File: config.mk
export PLATFORM = sky130hd
export DESIGN_NAME = adc_spi_sequencer
export DESIGN_NICKNAME = d
export VERILOG_FILES = /design/src/rtl/adc_spi_sequencer.sv
export SDC_FILE = /design/constraint.sdc
export NUM_CORES = 1
export LEC_CHECK = 0
export CAP_MARGIN = 30
export CORE_UTILIZATION = 50
export CTS_CLUSTER_SIZE = 10
export DETAILED_ROUTE_END_ITERATION = 8
export GPL_ROUTABILITY_DRIVEN = 0
export HOLD_SLACK_MARGIN = 0.15
export MAX_ROUTING_LAYER = met4
export PLACE_DENSITY_LB_ADDON = 0.3
export SETUP_SLACK_MARGIN = 0.2
export SKIP_CTS_REPAIR_TIMING = 1
export SLEW_MARGIN = 20
export SYNTH_ARGS = -nofsm -noshare
export SYNTH_HDL_FRONTEND = slang
export SYNTH_SLANG_ARGS = --single-unit
File: constraint.sdc
create_clock -name clk -period 6.4 [get_ports clk]
set_input_delay 1.6 -clock clk [delete_from_list [all_inputs] [get_ports clk]]
set_output_delay 1.6 -clock clk [all_outputs]
set_load 0.005 [all_outputs]
File: src/rtl/adc_spi_sequencer.sv
// Scans enabled ADC channels over SPI with a one-frame pipeline, streaming results out.
// Optional lost-result detection is enabled with the ADC_SEQ_OVERRUN_EN macro.
module adc_spi_sequencer #(
    parameter int unsigned NUM_CH      = 8,
    parameter int unsigned CLK_DIV     = 250,
    parameter int unsigned CONV_CYCLES = 80
) (
    input  logic                 clk,
    input  logic                 reset,
    input  logic                 start,
    input  logic                 stop,
    input  logic                 mode_cont,
    input  logic [NUM_CH-1:0]    ch_mask,
    output logic                 adc_convst,
    output logic                 adc_sck,
    output logic                 adc_sdi,
    input  logic                 adc_sdo,
    output logic                 res_valid,
    input  logic                 res_ready,
    output logic [11:0]          res_data,
    output logic [2:0]           res_ch,
    output logic [NUM_CH*12-1:0] result_all,
    output logic                 busy,
    output logic                 overrun
);

    localparam int unsigned CntMax = (CLK_DIV > CONV_CYCLES) ? CLK_DIV : CONV_CYCLES;
    localparam int unsigned CntW   = $clog2(CntMax + 1);

    typedef enum logic [1:0] {StIdle, StConv, StXfer, StEmit} state_e;

    state_e              state_q, state_d;
    logic [CntW-1:0]     cnt_q, cnt_d;
    logic [3:0]          bit_q, bit_d;
    logic                sck_q, sck_d;
    logic                sdi_q, sdi_d;
    logic                convst_q, convst_d;
    logic [11:0]         shift_q, shift_d;
    logic [2:0]          cfg_ch_q, cfg_ch_d;
    logic [2:0]          tag_ch_q, tag_ch_d;
    logic                prime_q, prime_d;
    logic [NUM_CH-1:0]   mask_q, mask_d;
    logic                cont_q, cont_d;
    logic [3:0]          left_q, left_d;
    logic                stop_pend_q, stop_pend_d;
    logic                res_valid_q, res_valid_d;
    logic [11:0]         res_data_q, res_data_d;
    logic [2:0]          res_ch_q, res_ch_d;
    logic [NUM_CH*12-1:0] result_all_q, result_all_d;

    logic        start_ok;
    logic        stop_now;
    logic        new_frame;
    logic [11:0] cfg_word;

    function automatic logic [2:0] first_ch(input logic [NUM_CH-1:0] m);
        logic [2:0] r;
        r = '0;
        for (int j = NUM_CH - 1; j >= 0; j--) begin
            if (m[j]) r = 3'(j);
        end
        return r;
    endfunction

    // Next enabled channel above cur, wrapping to the lowest enabled one.
    function automatic logic [2:0] next_ch(input logic [NUM_CH-1:0] m, input logic [2:0] cur);
        logic [2:0] r;
        logic       found;
        r     = first_ch(m);
        found = 1'b0;
        for (int j = 0; j < NUM_CH; j++) begin
            if (!found && m[j] && j > int'(cur)) begin
                r     = 3'(j);
                found = 1'b1;
            end
        end
        return r;
    endfunction

    assign start_ok = (state_q == StIdle) && start && (ch_mask != '0);
    assign stop_now = stop_pend_q | stop;
    assign cfg_word = {1'b1, cfg_ch_q[0], cfg_ch_q[2], cfg_ch_q[1], 2'b10, 6'b0};

    always_comb begin
        state_d      = state_q;
        cnt_d        = cnt_q;
        bit_d        = bit_q;
        sck_d        = sck_q;
        sdi_d        = sdi_q;
        convst_d     = convst_q;
        shift_d      = shift_q;
        cfg_ch_d     = cfg_ch_q;
        tag_ch_d     = tag_ch_q;
        prime_d      = prime_q;
        mask_d       = mask_q;
        cont_d       = cont_q;
        left_d       = left_q;
        stop_pend_d  = stop_pend_q;
        res_valid_d  = res_valid_q & ~res_ready;
        res_data_d   = res_data_q;
        res_ch_d     = res_ch_q;
        result_all_d = result_all_q;
        new_frame    = 1'b0;

        if (state_q != StIdle && stop) stop_pend_d = 1'b1;

        unique case (state_q)
            StIdle: begin
                if (start_ok) begin
                    state_d     = StConv;
                    convst_d    = 1'b1;
                    cnt_d       = '0;
                    cfg_ch_d    = first_ch(ch_mask);
                    mask_d      = ch_mask;
                    cont_d      = mode_cont;
                    left_d      = 4'($countones(ch_mask));
                    prime_d     = 1'b1;
                    stop_pend_d = 1'b0;
                end
            end
            StConv: begin
                if (cnt_q == CntW'(CONV_CYCLES - 1)) begin
                    state_d  = StXfer;
                    convst_d = 1'b0;
                    cnt_d    = '0;
                    bit_d    = '0;
                    sck_d    = 1'b0;
                    sdi_d    = cfg_word[11];
                end else begin
                    cnt_d = cnt_q + 1'b1;
                end
            end
            StXfer: begin
                if (cnt_q == CntW'(CLK_DIV - 1)) begin
                    cnt_d = '0;
                    sck_d = ~sck_q;
                    if (!sck_q) begin
                        shift_d = {shift_q[10:0], adc_sdo};
                    end else if (bit_q == 4'd11) begin
                        sdi_d = 1'b0;
                        // Priming frame: data belongs to no configured channel, discard it.
                        if (prime_q) begin
                            prime_d = 1'b0;
                            if (stop_now) state_d = StIdle;
                            else          new_frame = 1'b1;
                        end else begin
                            state_d = StEmit;
                        end
                    end else begin
                        bit_d = bit_q + 4'd1;
                        sdi_d = cfg_word[4'd10 - bit_q];
                    end
                end else begin
                    cnt_d = cnt_q + 1'b1;
                end
            end
            StEmit: begin
                res_valid_d = 1'b1;
                res_data_d  = shift_q;
                res_ch_d    = tag_ch_q;
                for (int j = 0; j < NUM_CH; j++) begin
                    if (tag_ch_q == 3'(j)) result_all_d[j*12 +: 12] = shift_q;
                end
                if (!cont_q) left_d = left_q - 4'd1;
                if (stop_now || (!cont_q && left_q == 4'd1)) state_d = StIdle;
                else                                          new_frame = 1'b1;
            end
            default: state_d = StIdle;
        endcase

        // Result read in a frame belongs to the channel configured one frame earlier.
        if (new_frame) begin
            state_d  = StConv;
            convst_d = 1'b1;
            cnt_d    = '0;
            tag_ch_d = cfg_ch_q;
            cfg_ch_d = next_ch(mask_q, cfg_ch_q);
        end

        if (state_d == StIdle) stop_pend_d = 1'b0;
    end

    always_ff @(posedge clk or posedge reset) begin
        if (reset) begin
            state_q      <= StIdle;
            cnt_q        <= '0;
            bit_q        <= '0;
            sck_q        <= 1'b0;
            sdi_q        <= 1'b0;
            convst_q     <= 1'b0;
            shift_q      <= '0;
            cfg_ch_q     <= '0;
            tag_ch_q     <= '0;
            prime_q      <= 1'b0;
            mask_q       <= '0;
            cont_q       <= 1'b0;
            left_q       <= '0;
            stop_pend_q  <= 1'b0;
            res_valid_q  <= 1'b0;
            res_data_q   <= '0;
            res_ch_q     <= '0;
            result_all_q <= '0;
        end else begin
            state_q      <= state_d;
            cnt_q        <= cnt_d;
            bit_q        <= bit_d;
            sck_q        <= sck_d;
            sdi_q        <= sdi_d;
            convst_q     <= convst_d;
            shift_q      <= shift_d;
            cfg_ch_q     <= cfg_ch_d;
            tag_ch_q     <= tag_ch_d;
            prime_q      <= prime_d;
            mask_q       <= mask_d;
            cont_q       <= cont_d;
            left_q       <= left_d;
            stop_pend_q  <= stop_pend_d;
            res_valid_q  <= res_valid_d;
            res_data_q   <= res_data_d;
            res_ch_q     <= res_ch_d;
            result_all_q <= result_all_d;
        end
    end

`ifdef ADC_SEQ_OVERRUN_EN
    logic overrun_q, overrun_d;

    always_comb begin
        overrun_d = overrun_q;
        if (start_ok)                                              overrun_d = 1'b0;
        else if (state_q == StEmit && res_valid_q && !res_ready)   overrun_d = 1'b1;
    end

    always_ff @(posedge clk or posedge reset) begin
        if (reset) overrun_q <= 1'b0;
        else       overrun_q <= overrun_d;
    end

    assign overrun = overrun_q;
`else
    assign overrun = 1'b0;
`endif

    assign adc_convst = convst_q;
    assign adc_sck    = sck_q;
    assign adc_sdi    = sdi_q;
    assign res_valid  = res_valid_q;
    assign res_data   = res_data_q;
    assign res_ch     = res_ch_q;
    assign result_all = result_all_q;
    assign busy       = (state_q != StIdle);

endmodule

==> flow_summary_export.csv, run 1 <==
group,metric,value,unit
cts,numCtsBuffers,17,
floorplan,floorplan.initialDensity,0.518,
synthesis,syn_nets,646,
drt,antenna_left,0,
pwr,p_leak,4.54,nW
sta,hold_violations,0,
pwr,internal-power,0.00156,W
pwr,power_frac_seq,0.501,
finish,area_delta_synth_final,27.3,%
synthesis,synth.yosys.warnings,0,
global_route,track_usage,0.254,
outcome,violations,"DRC",
floorplan,dieArea,15700,sq um
cts,cts_buffer_depth,2,
job,drv_cap,0,
global_route,antenna_found_initial,0,
critical_path,cp-end-kind,"flop",
synthesis,yosysMostFrequentCell,"dfrtp_1",
synthesis,ys_seq_area_frac,0.535,
outcome,status,"finished with violations",
pwr,vdd_ir_drop_max,168,uV
critical_path,worstSetupStartpointType,"input port",
finish,drive_above_1_share,0.261,
sta,min_period,4.58,ns
critical_path,worstPathCellList,"clkdlybuf4s50_1 > fa_1 > inv_1 > fa_1 > fa_1 > inv_1 > ha_1 > inv_1 > fa_1 > xnor2_1 > nor2_1 > a31oi_1 > o22a_1",
synthesis,yosysTopAreaCellShare,0.535,
finish,fillers,1116,
sta,setup_viol,0,
synthesis,synth_ff_type,"dfrtp_1",
critical_path,crit_top_cell,"fa_1",
cts,clock_sinks,162,
floorplan,die_x,125,microns
critical_path,crit_path_start,"ch_mask[0]",
synthesis,yosys-top-cells-area,"dfrtp_1, mux2_2, ha_1",
drt,dr.first_iter.drc_count,332,
synthesis,syn-cell-area,7580,sq um
synthesis,ys_seq_elements,162,
critical_path,cp.required,6.71,ns
cts,clk_latency,0.43,ns
synthesis,synth_common_cells,"dfrtp_1, mux2_2, inv_1",
drt,drt_first_pass_iters,7,
sta,skew,0.0111,ns
critical_path,worstSetupPathType,"in2reg",
critical_path,critPathTopFamily,"adder cells",
floorplan,rows,44,
pwr,p_clk_frac,0.462,
critical_path,slowest_delay,0.57,ns
synthesis,ys_async_sr_fraction,1.00,
critical_path,cp_num_cells,13,
sta,worst_pin_slew,0.959,ns
sta,final_max_slew_viol_count,0,
critical_path,endpoint,"left_q[2]",
critical_path,reg2reg_slack,3.27,ns
global_route,grt_pass1_vias,5642,
global_route,grt_max_degree,104,
floorplan,io_pins,132,
sta,timing.final.crit_share,0.716,
finish,layout.nets,770,
pwr,pwr-share-comb,0.037,
critical_path,ff2ff_path_depth,4,
critical_path,crit_path_top_delay_cell,"fa_1",
critical_path,critPathMaxFanout,4,
drt,wl_per_cell,19.5,microns
synthesis,synth-edff-count,0,
critical_path,cp.arrival,4.89,ns
floorplan,core-area,14600,sq um
floorplan,die_h,125,microns
drt,viasPerCell,5.74,
drt,route.detailed.drc,10,
global_route,grt_pass1_wl,29900,microns
pwr,p_sw,0.000478,W
critical_path,r2r-end,"result_all[80]",
hold_path,hold_class,"reg2reg",
synthesis,syn_area_per_cell,12.4,sq um
drt,num_vias,5341,
cts,root_buffer,"clkbuf_16",
placement,dp_hpwl,12300,microns
finish,num_antenna_cells,0,
synthesis,synth_cell_types,71,
sta,setup_tns,0,ns
finish,finalCoreUtilization,0.659,
drt,finalWirelength,18200,microns
sta,fmax,218,MHz
synthesis,yosysTopAreaCell,"dfrtp_1",
global_route,grt.overflow.total,0,
sta,rsz0062_at_grt,"no",
synthesis,syn_inst,612,
pwr,p_per_area,212,nW/um^2
critical_path,cp_num_buf_inv,4,
cts,htreeDepth,4,
cts,cts_tree,"done",
critical_path,r2r_start,"state_q[0]",
pwr,sw_frac_of_total,0.234,
cts,path_clk_slew,0.06,ns
sta,max_slew_margin,0.357,
placement,numPortBuffers,130,
-- power groups by stage --
stage	combinational (W)	clock [W]	sequential [W]
3_5_place_dp	0.0000753	0	0.00104
5_1_grt	0.0000867	0.00100	0.00102
4_1_cts	0.0000759	0.000963	0.00102
6_report	0.0000755	0.000944	0.00102
3_3_place_gp	0.0000702	0	0.00104
2_1_floorplan	0.0000475	0	0.00104
-- area by class of cell --
cell class              count  area, sq um  area share
clock inverters            12          100      0.0104
clock buffers              18          439      0.0455
multi-input cells         374         3260       0.338
repair buffers            141         1420       0.147
well taps                 184          230      0.0239
flip-flops and latches    162         4050       0.420
inverters                  40          155      0.0161
-- per-stage QoR --
stage          setup WS (ns)  total power (W)  hold slack, ns  std cells  cell area, sq um
2_1_floorplan          0.423          0.00109           0.473        612              7580
3_3_place_gp            1.47          0.00111           0.460        897              9050
3_5_place_dp            1.40          0.00112           0.493        899              9070
4_1_cts                 1.83          0.00206           0.508        929              9610
5_1_grt                 1.70          0.00211           0.518        931              9650
6_report                1.82          0.00204           0.502        931              9650
-- cells by family (layout without fill, tap and decap cells) --
logic type | after synthesis | in the layout | share of synthesized area
DFF | 162 | 162 | 0.535
xor gates and xnor gates | 2 | 2 | 0.00231
and+or+nand+nor | 120 | 120 | 0.0970
buffers and inverters | 76 | 211 | 0.0383
other | 1 | 1 | 0.000495
adders and majority gates | 19 | 19 | 0.0353
AOI/OAI and AO/OA | 98 | 98 | 0.0931
muxes | 134 | 134 | 0.199
-- per-layer routing --
| layer | routed length [microns] | track usage | vias to the layer above |
|---|---|---|---|
| li1 | - | - | 2442 |
| met1 | 7670 | 0.304 | 2674 |
| met2 | 8880 | 0.399 | 192 |
| met3 | 1290 | 0.0856 | 33 |
| met4 | 314 | 0.0904 | 0 |
| met5 | 0 | - | - |
-- state kept, by name, summed over array words and instances, names as in the netlist --
register / count
cont_q: 1
adc_convst: 1
result_all: 96
tag_ch_q: 3
left_q: 4
res_valid: 1
mask_q: 8
state_q: 2
prime_q: 1
adc_sdi: 1
shift_q: 12
res_data: 12
cfg_ch_q: 3
cnt_q: 8
adc_sck: 1
res_ch: 3
stop_pend_q: 1
bit_q: 4
-- how the worst min path moves through the flow --
| stage | start | endpoint | slack, ns | cells after the start |
|---|---|---|---|---|
| after floorplan | left_q[1] | left_q[1] | 0.47 | 2 |
| after global placement | res_valid | res_valid | 0.46 | 1 |
| after detailed placement | result_all[36] | result_all[36] | 0.49 | 1 |
| after CTS | res_valid | res_valid | 0.51 | 1 |
| after global routing | result_all[75] | result_all[75] | 0.52 | 1 |
| final | res_valid | res_valid | 0.50 | 1 |
-- cells in the final DEF (no fill, tap or decap), types with 6 or more instances in the layout --
| master | synthesis | routed |
|---|---|---|
| inv_6 | 0 | 6 |
| clkbuf_16 | 0 | 17 |
| inv_1 | 40 | 39 |
| clkdlybuf4s50_1 | 0 | 130 |
| nand2b_1 | 8 | 8 |
| o21ai_0 | 15 | 15 |
| o31ai_1 | 7 | 7 |
| nand2_1 | 24 | 24 |
| a211oi_1 | 9 | 9 |
| mux2_2 | 131 | 131 |
| a21oi_1 | 16 | 16 |
| nor2b_1 | 11 | 11 |
| ha_1 | 15 | 15 |
| nor2_1 | 19 | 19 |
| a31oi_1 | 8 | 8 |
| nand4_1 | 6 | 6 |
| dfrtp_1 | 162 | 162 |
| buf_4 | 1 | 7 |
| nand3_1 | 12 | 12 |
Note: power is estimated with default switching activity, not from simulation.
==> run 2: changes to the inputs <==
--- a/config.mk
+++ b/config.mk
@@ -6,7 +6,7 @@
 export NUM_CORES = 1
 export LEC_CHECK = 0
 export CAP_MARGIN = 30
-export CORE_UTILIZATION = 50
+export CORE_UTILIZATION = 48
 export CTS_CLUSTER_SIZE = 10
 export DETAILED_ROUTE_END_ITERATION = 8
 export GPL_ROUTABILITY_DRIVEN = 0
==> constraint.sdc (replaced) <==
create_clock -name clk -period 3.97 [get_ports clk]
set_input_delay 0.9925 -clock clk [delete_from_list [all_inputs] [get_ports clk]]
set_output_delay 0.9925 -clock clk [all_outputs]
set_load 0.005 [all_outputs]
==> run 2 against run 1 <==
The run now ends clean. Total power rose by 65%. Cell area rose by 1.2%. Combinational power rose by 60%. Critical path type unchanged. Critical endpoint unchanged. Largest power group unchanged. Highest routed layer unchanged.
==> flow_summary_export.csv, run 2 (synthesis gave the netlist of run 1 again) <==
group,metric,value,unit
drt,num_vias,5322,
drt,drt_first_pass_iters,4,
floorplan,die_x,128,microns
global_route,global_route.usage.met3,0.0710,
floorplan,rows,45,
finish,multiInputGateArea,3260,sq um
drt,viasPerCell,5.52,
global_route,met2_usage,0.377,
cts,root_buffer,"clkbuf_16",
global_route,grt_pass1_wl,28600,microns
placement,numPortBuffers,130,
cts,clock_sinks,162,
cts,cts_tree,"done",
floorplan,floorplan.initialDensity,0.495,
sta,rsz0062_at_grt,"no",
finish,largest_reg_flops,96,
drt,route.detailed.drc,0,
pwr,vdd_ir_drop_max,304,uV
sta,fmax,284,MHz
global_route,grt_max_degree,127,
finish,final_common_cell,"dfrtp_1",
floorplan,core-area,15300,sq um
finish,fillers,1168,
critical_path,worstSetupPathType,"in2reg",
sta,worst_pin_slew,0.943,ns
drt,wl_per_cell,18.3,microns
sta,hold_violations,0,
placement,dpl_cell_area,9170,sq um
sta,timing.final.crit_share,0.886,
cts,clk_latency,0.42,ns
sta,final_max_slew_viol_count,0,
critical_path,cp.required,4.28,ns
pwr,p_leak,4.60,nW
drt,finalWirelength,17600,microns
drt,dr.first_iter.drc_count,278,
floorplan,die_h,128,microns
outcome,status,"finished clean",
pwr,p_per_area,345,nW/um^2
cts,numCtsBuffers,17,
cts,htreeDepth,4,
critical_path,worstSetupStartpointType,"input port",
global_route,track_usage,0.236,
global_route,grtUsageMet1,0.288,
critical_path,critPathMaxFanout,2,
placement,dp_hpwl,12200,microns
floorplan,io_pins,132,
critical_path,cp-end-kind,"flop",
floorplan,dieArea,16300,sq um
job,drv_cap,0,
cts,cts_buffer_depth,2,
finish,finalCoreUtilization,0.638,
critical_path,cp.arrival,3.82,ns
drt,antenna_left,0,
global_route,grt.busiest_layer,"met2",
finish,final_cell_area,9770,sq um
finish,layout.nets,775,
global_route,grt.overflow.total,0,
pwr,power,0.00337,W
sta,setup_viol,0,
global_route,antenna_found_initial,0,
finish,final_cell_mix,"dfrtp_1, mux2_2, clkdlybuf4s50_1",
sta,max_slew_margin,0.368,
finish,drive_above_1_share,0.267,
critical_path,reg2reg_slack,1.07,ns
hold_path,hold_class,"reg2reg",
sta,skew,0.00891,ns
finish,regArea,4050,sq um
finish,area_delta_synth_final,28.8,%
finish,num_antenna_cells,0,
sta,min_period,3.52,ns
global_route,grt_pass1_vias,5435,
cts,path_clk_slew,0.06,ns
## run 2: power by group
group	switching (W)	internal, W
combinational	0.0000718	0.0000489
sequential	0.0000000000000000000661	0.00165
clock	0.000687	0.000910
## run 2: layout make-up
| type | count | area share |
|---|---|---|
| Multi-Input combinational cell | 374 | 0.334 |
| Sequential cell | 162 | 0.415 |
| Clock buffer | 20 | 0.0468 |
| Inverter | 40 | 0.0158 |
| Clock inverter | 12 | 0.0126 |
| Timing Repair Buffer | 146 | 0.149 |
| Tap cell | 211 | 0.0270 |
## run 2: path summary, 6_finish.rpt
kind | endpoint | start | cells past startpoint
max in group asynchronous | mask_q[5] | reset | 3
max reg2reg | result_all[41] | state_q[1] | 4
max | left_q[2] | ch_mask[0] | 13
min in group asynchronous | result_all[91] | reset | 3
min reg2reg | res_valid | res_valid | 1
min | res_valid | res_valid | 1
## run 2: per-layer routing
layer  vias to the layer above  share of wire
met1                      2711           0.43
met4                         0          0.016
met2                       139           0.49
met5                         -              0
met3                        19          0.065
li1                       2453              -
## run 2: worst max-delay path: stages
cell            delay (ns)
dlymetal6s2s_1        0.15
fa_1                  0.53
inv_1                 0.05
fa_1                  0.49
fa_1                  0.42
inv_1                 0.07
ha_1                  0.15
inv_1                 0.06
fa_1                  0.42
xnor2_1               0.14
nor2_1                0.08
a31oi_1               0.05
o22a_1                0.22
## run 2: through the flow
step                worst slack (ns)  instances  hold slack (ns)  setup TNS (ns)
floorplan                      0.291        612            0.473               0
global placement              -0.272        929            0.463          -0.450
detailed placement            -0.332        932            0.476          -0.703
CTS                            0.115        964            0.490               0
global route                   0.303        965            0.514               0
finish                         0.454        965            0.484               0
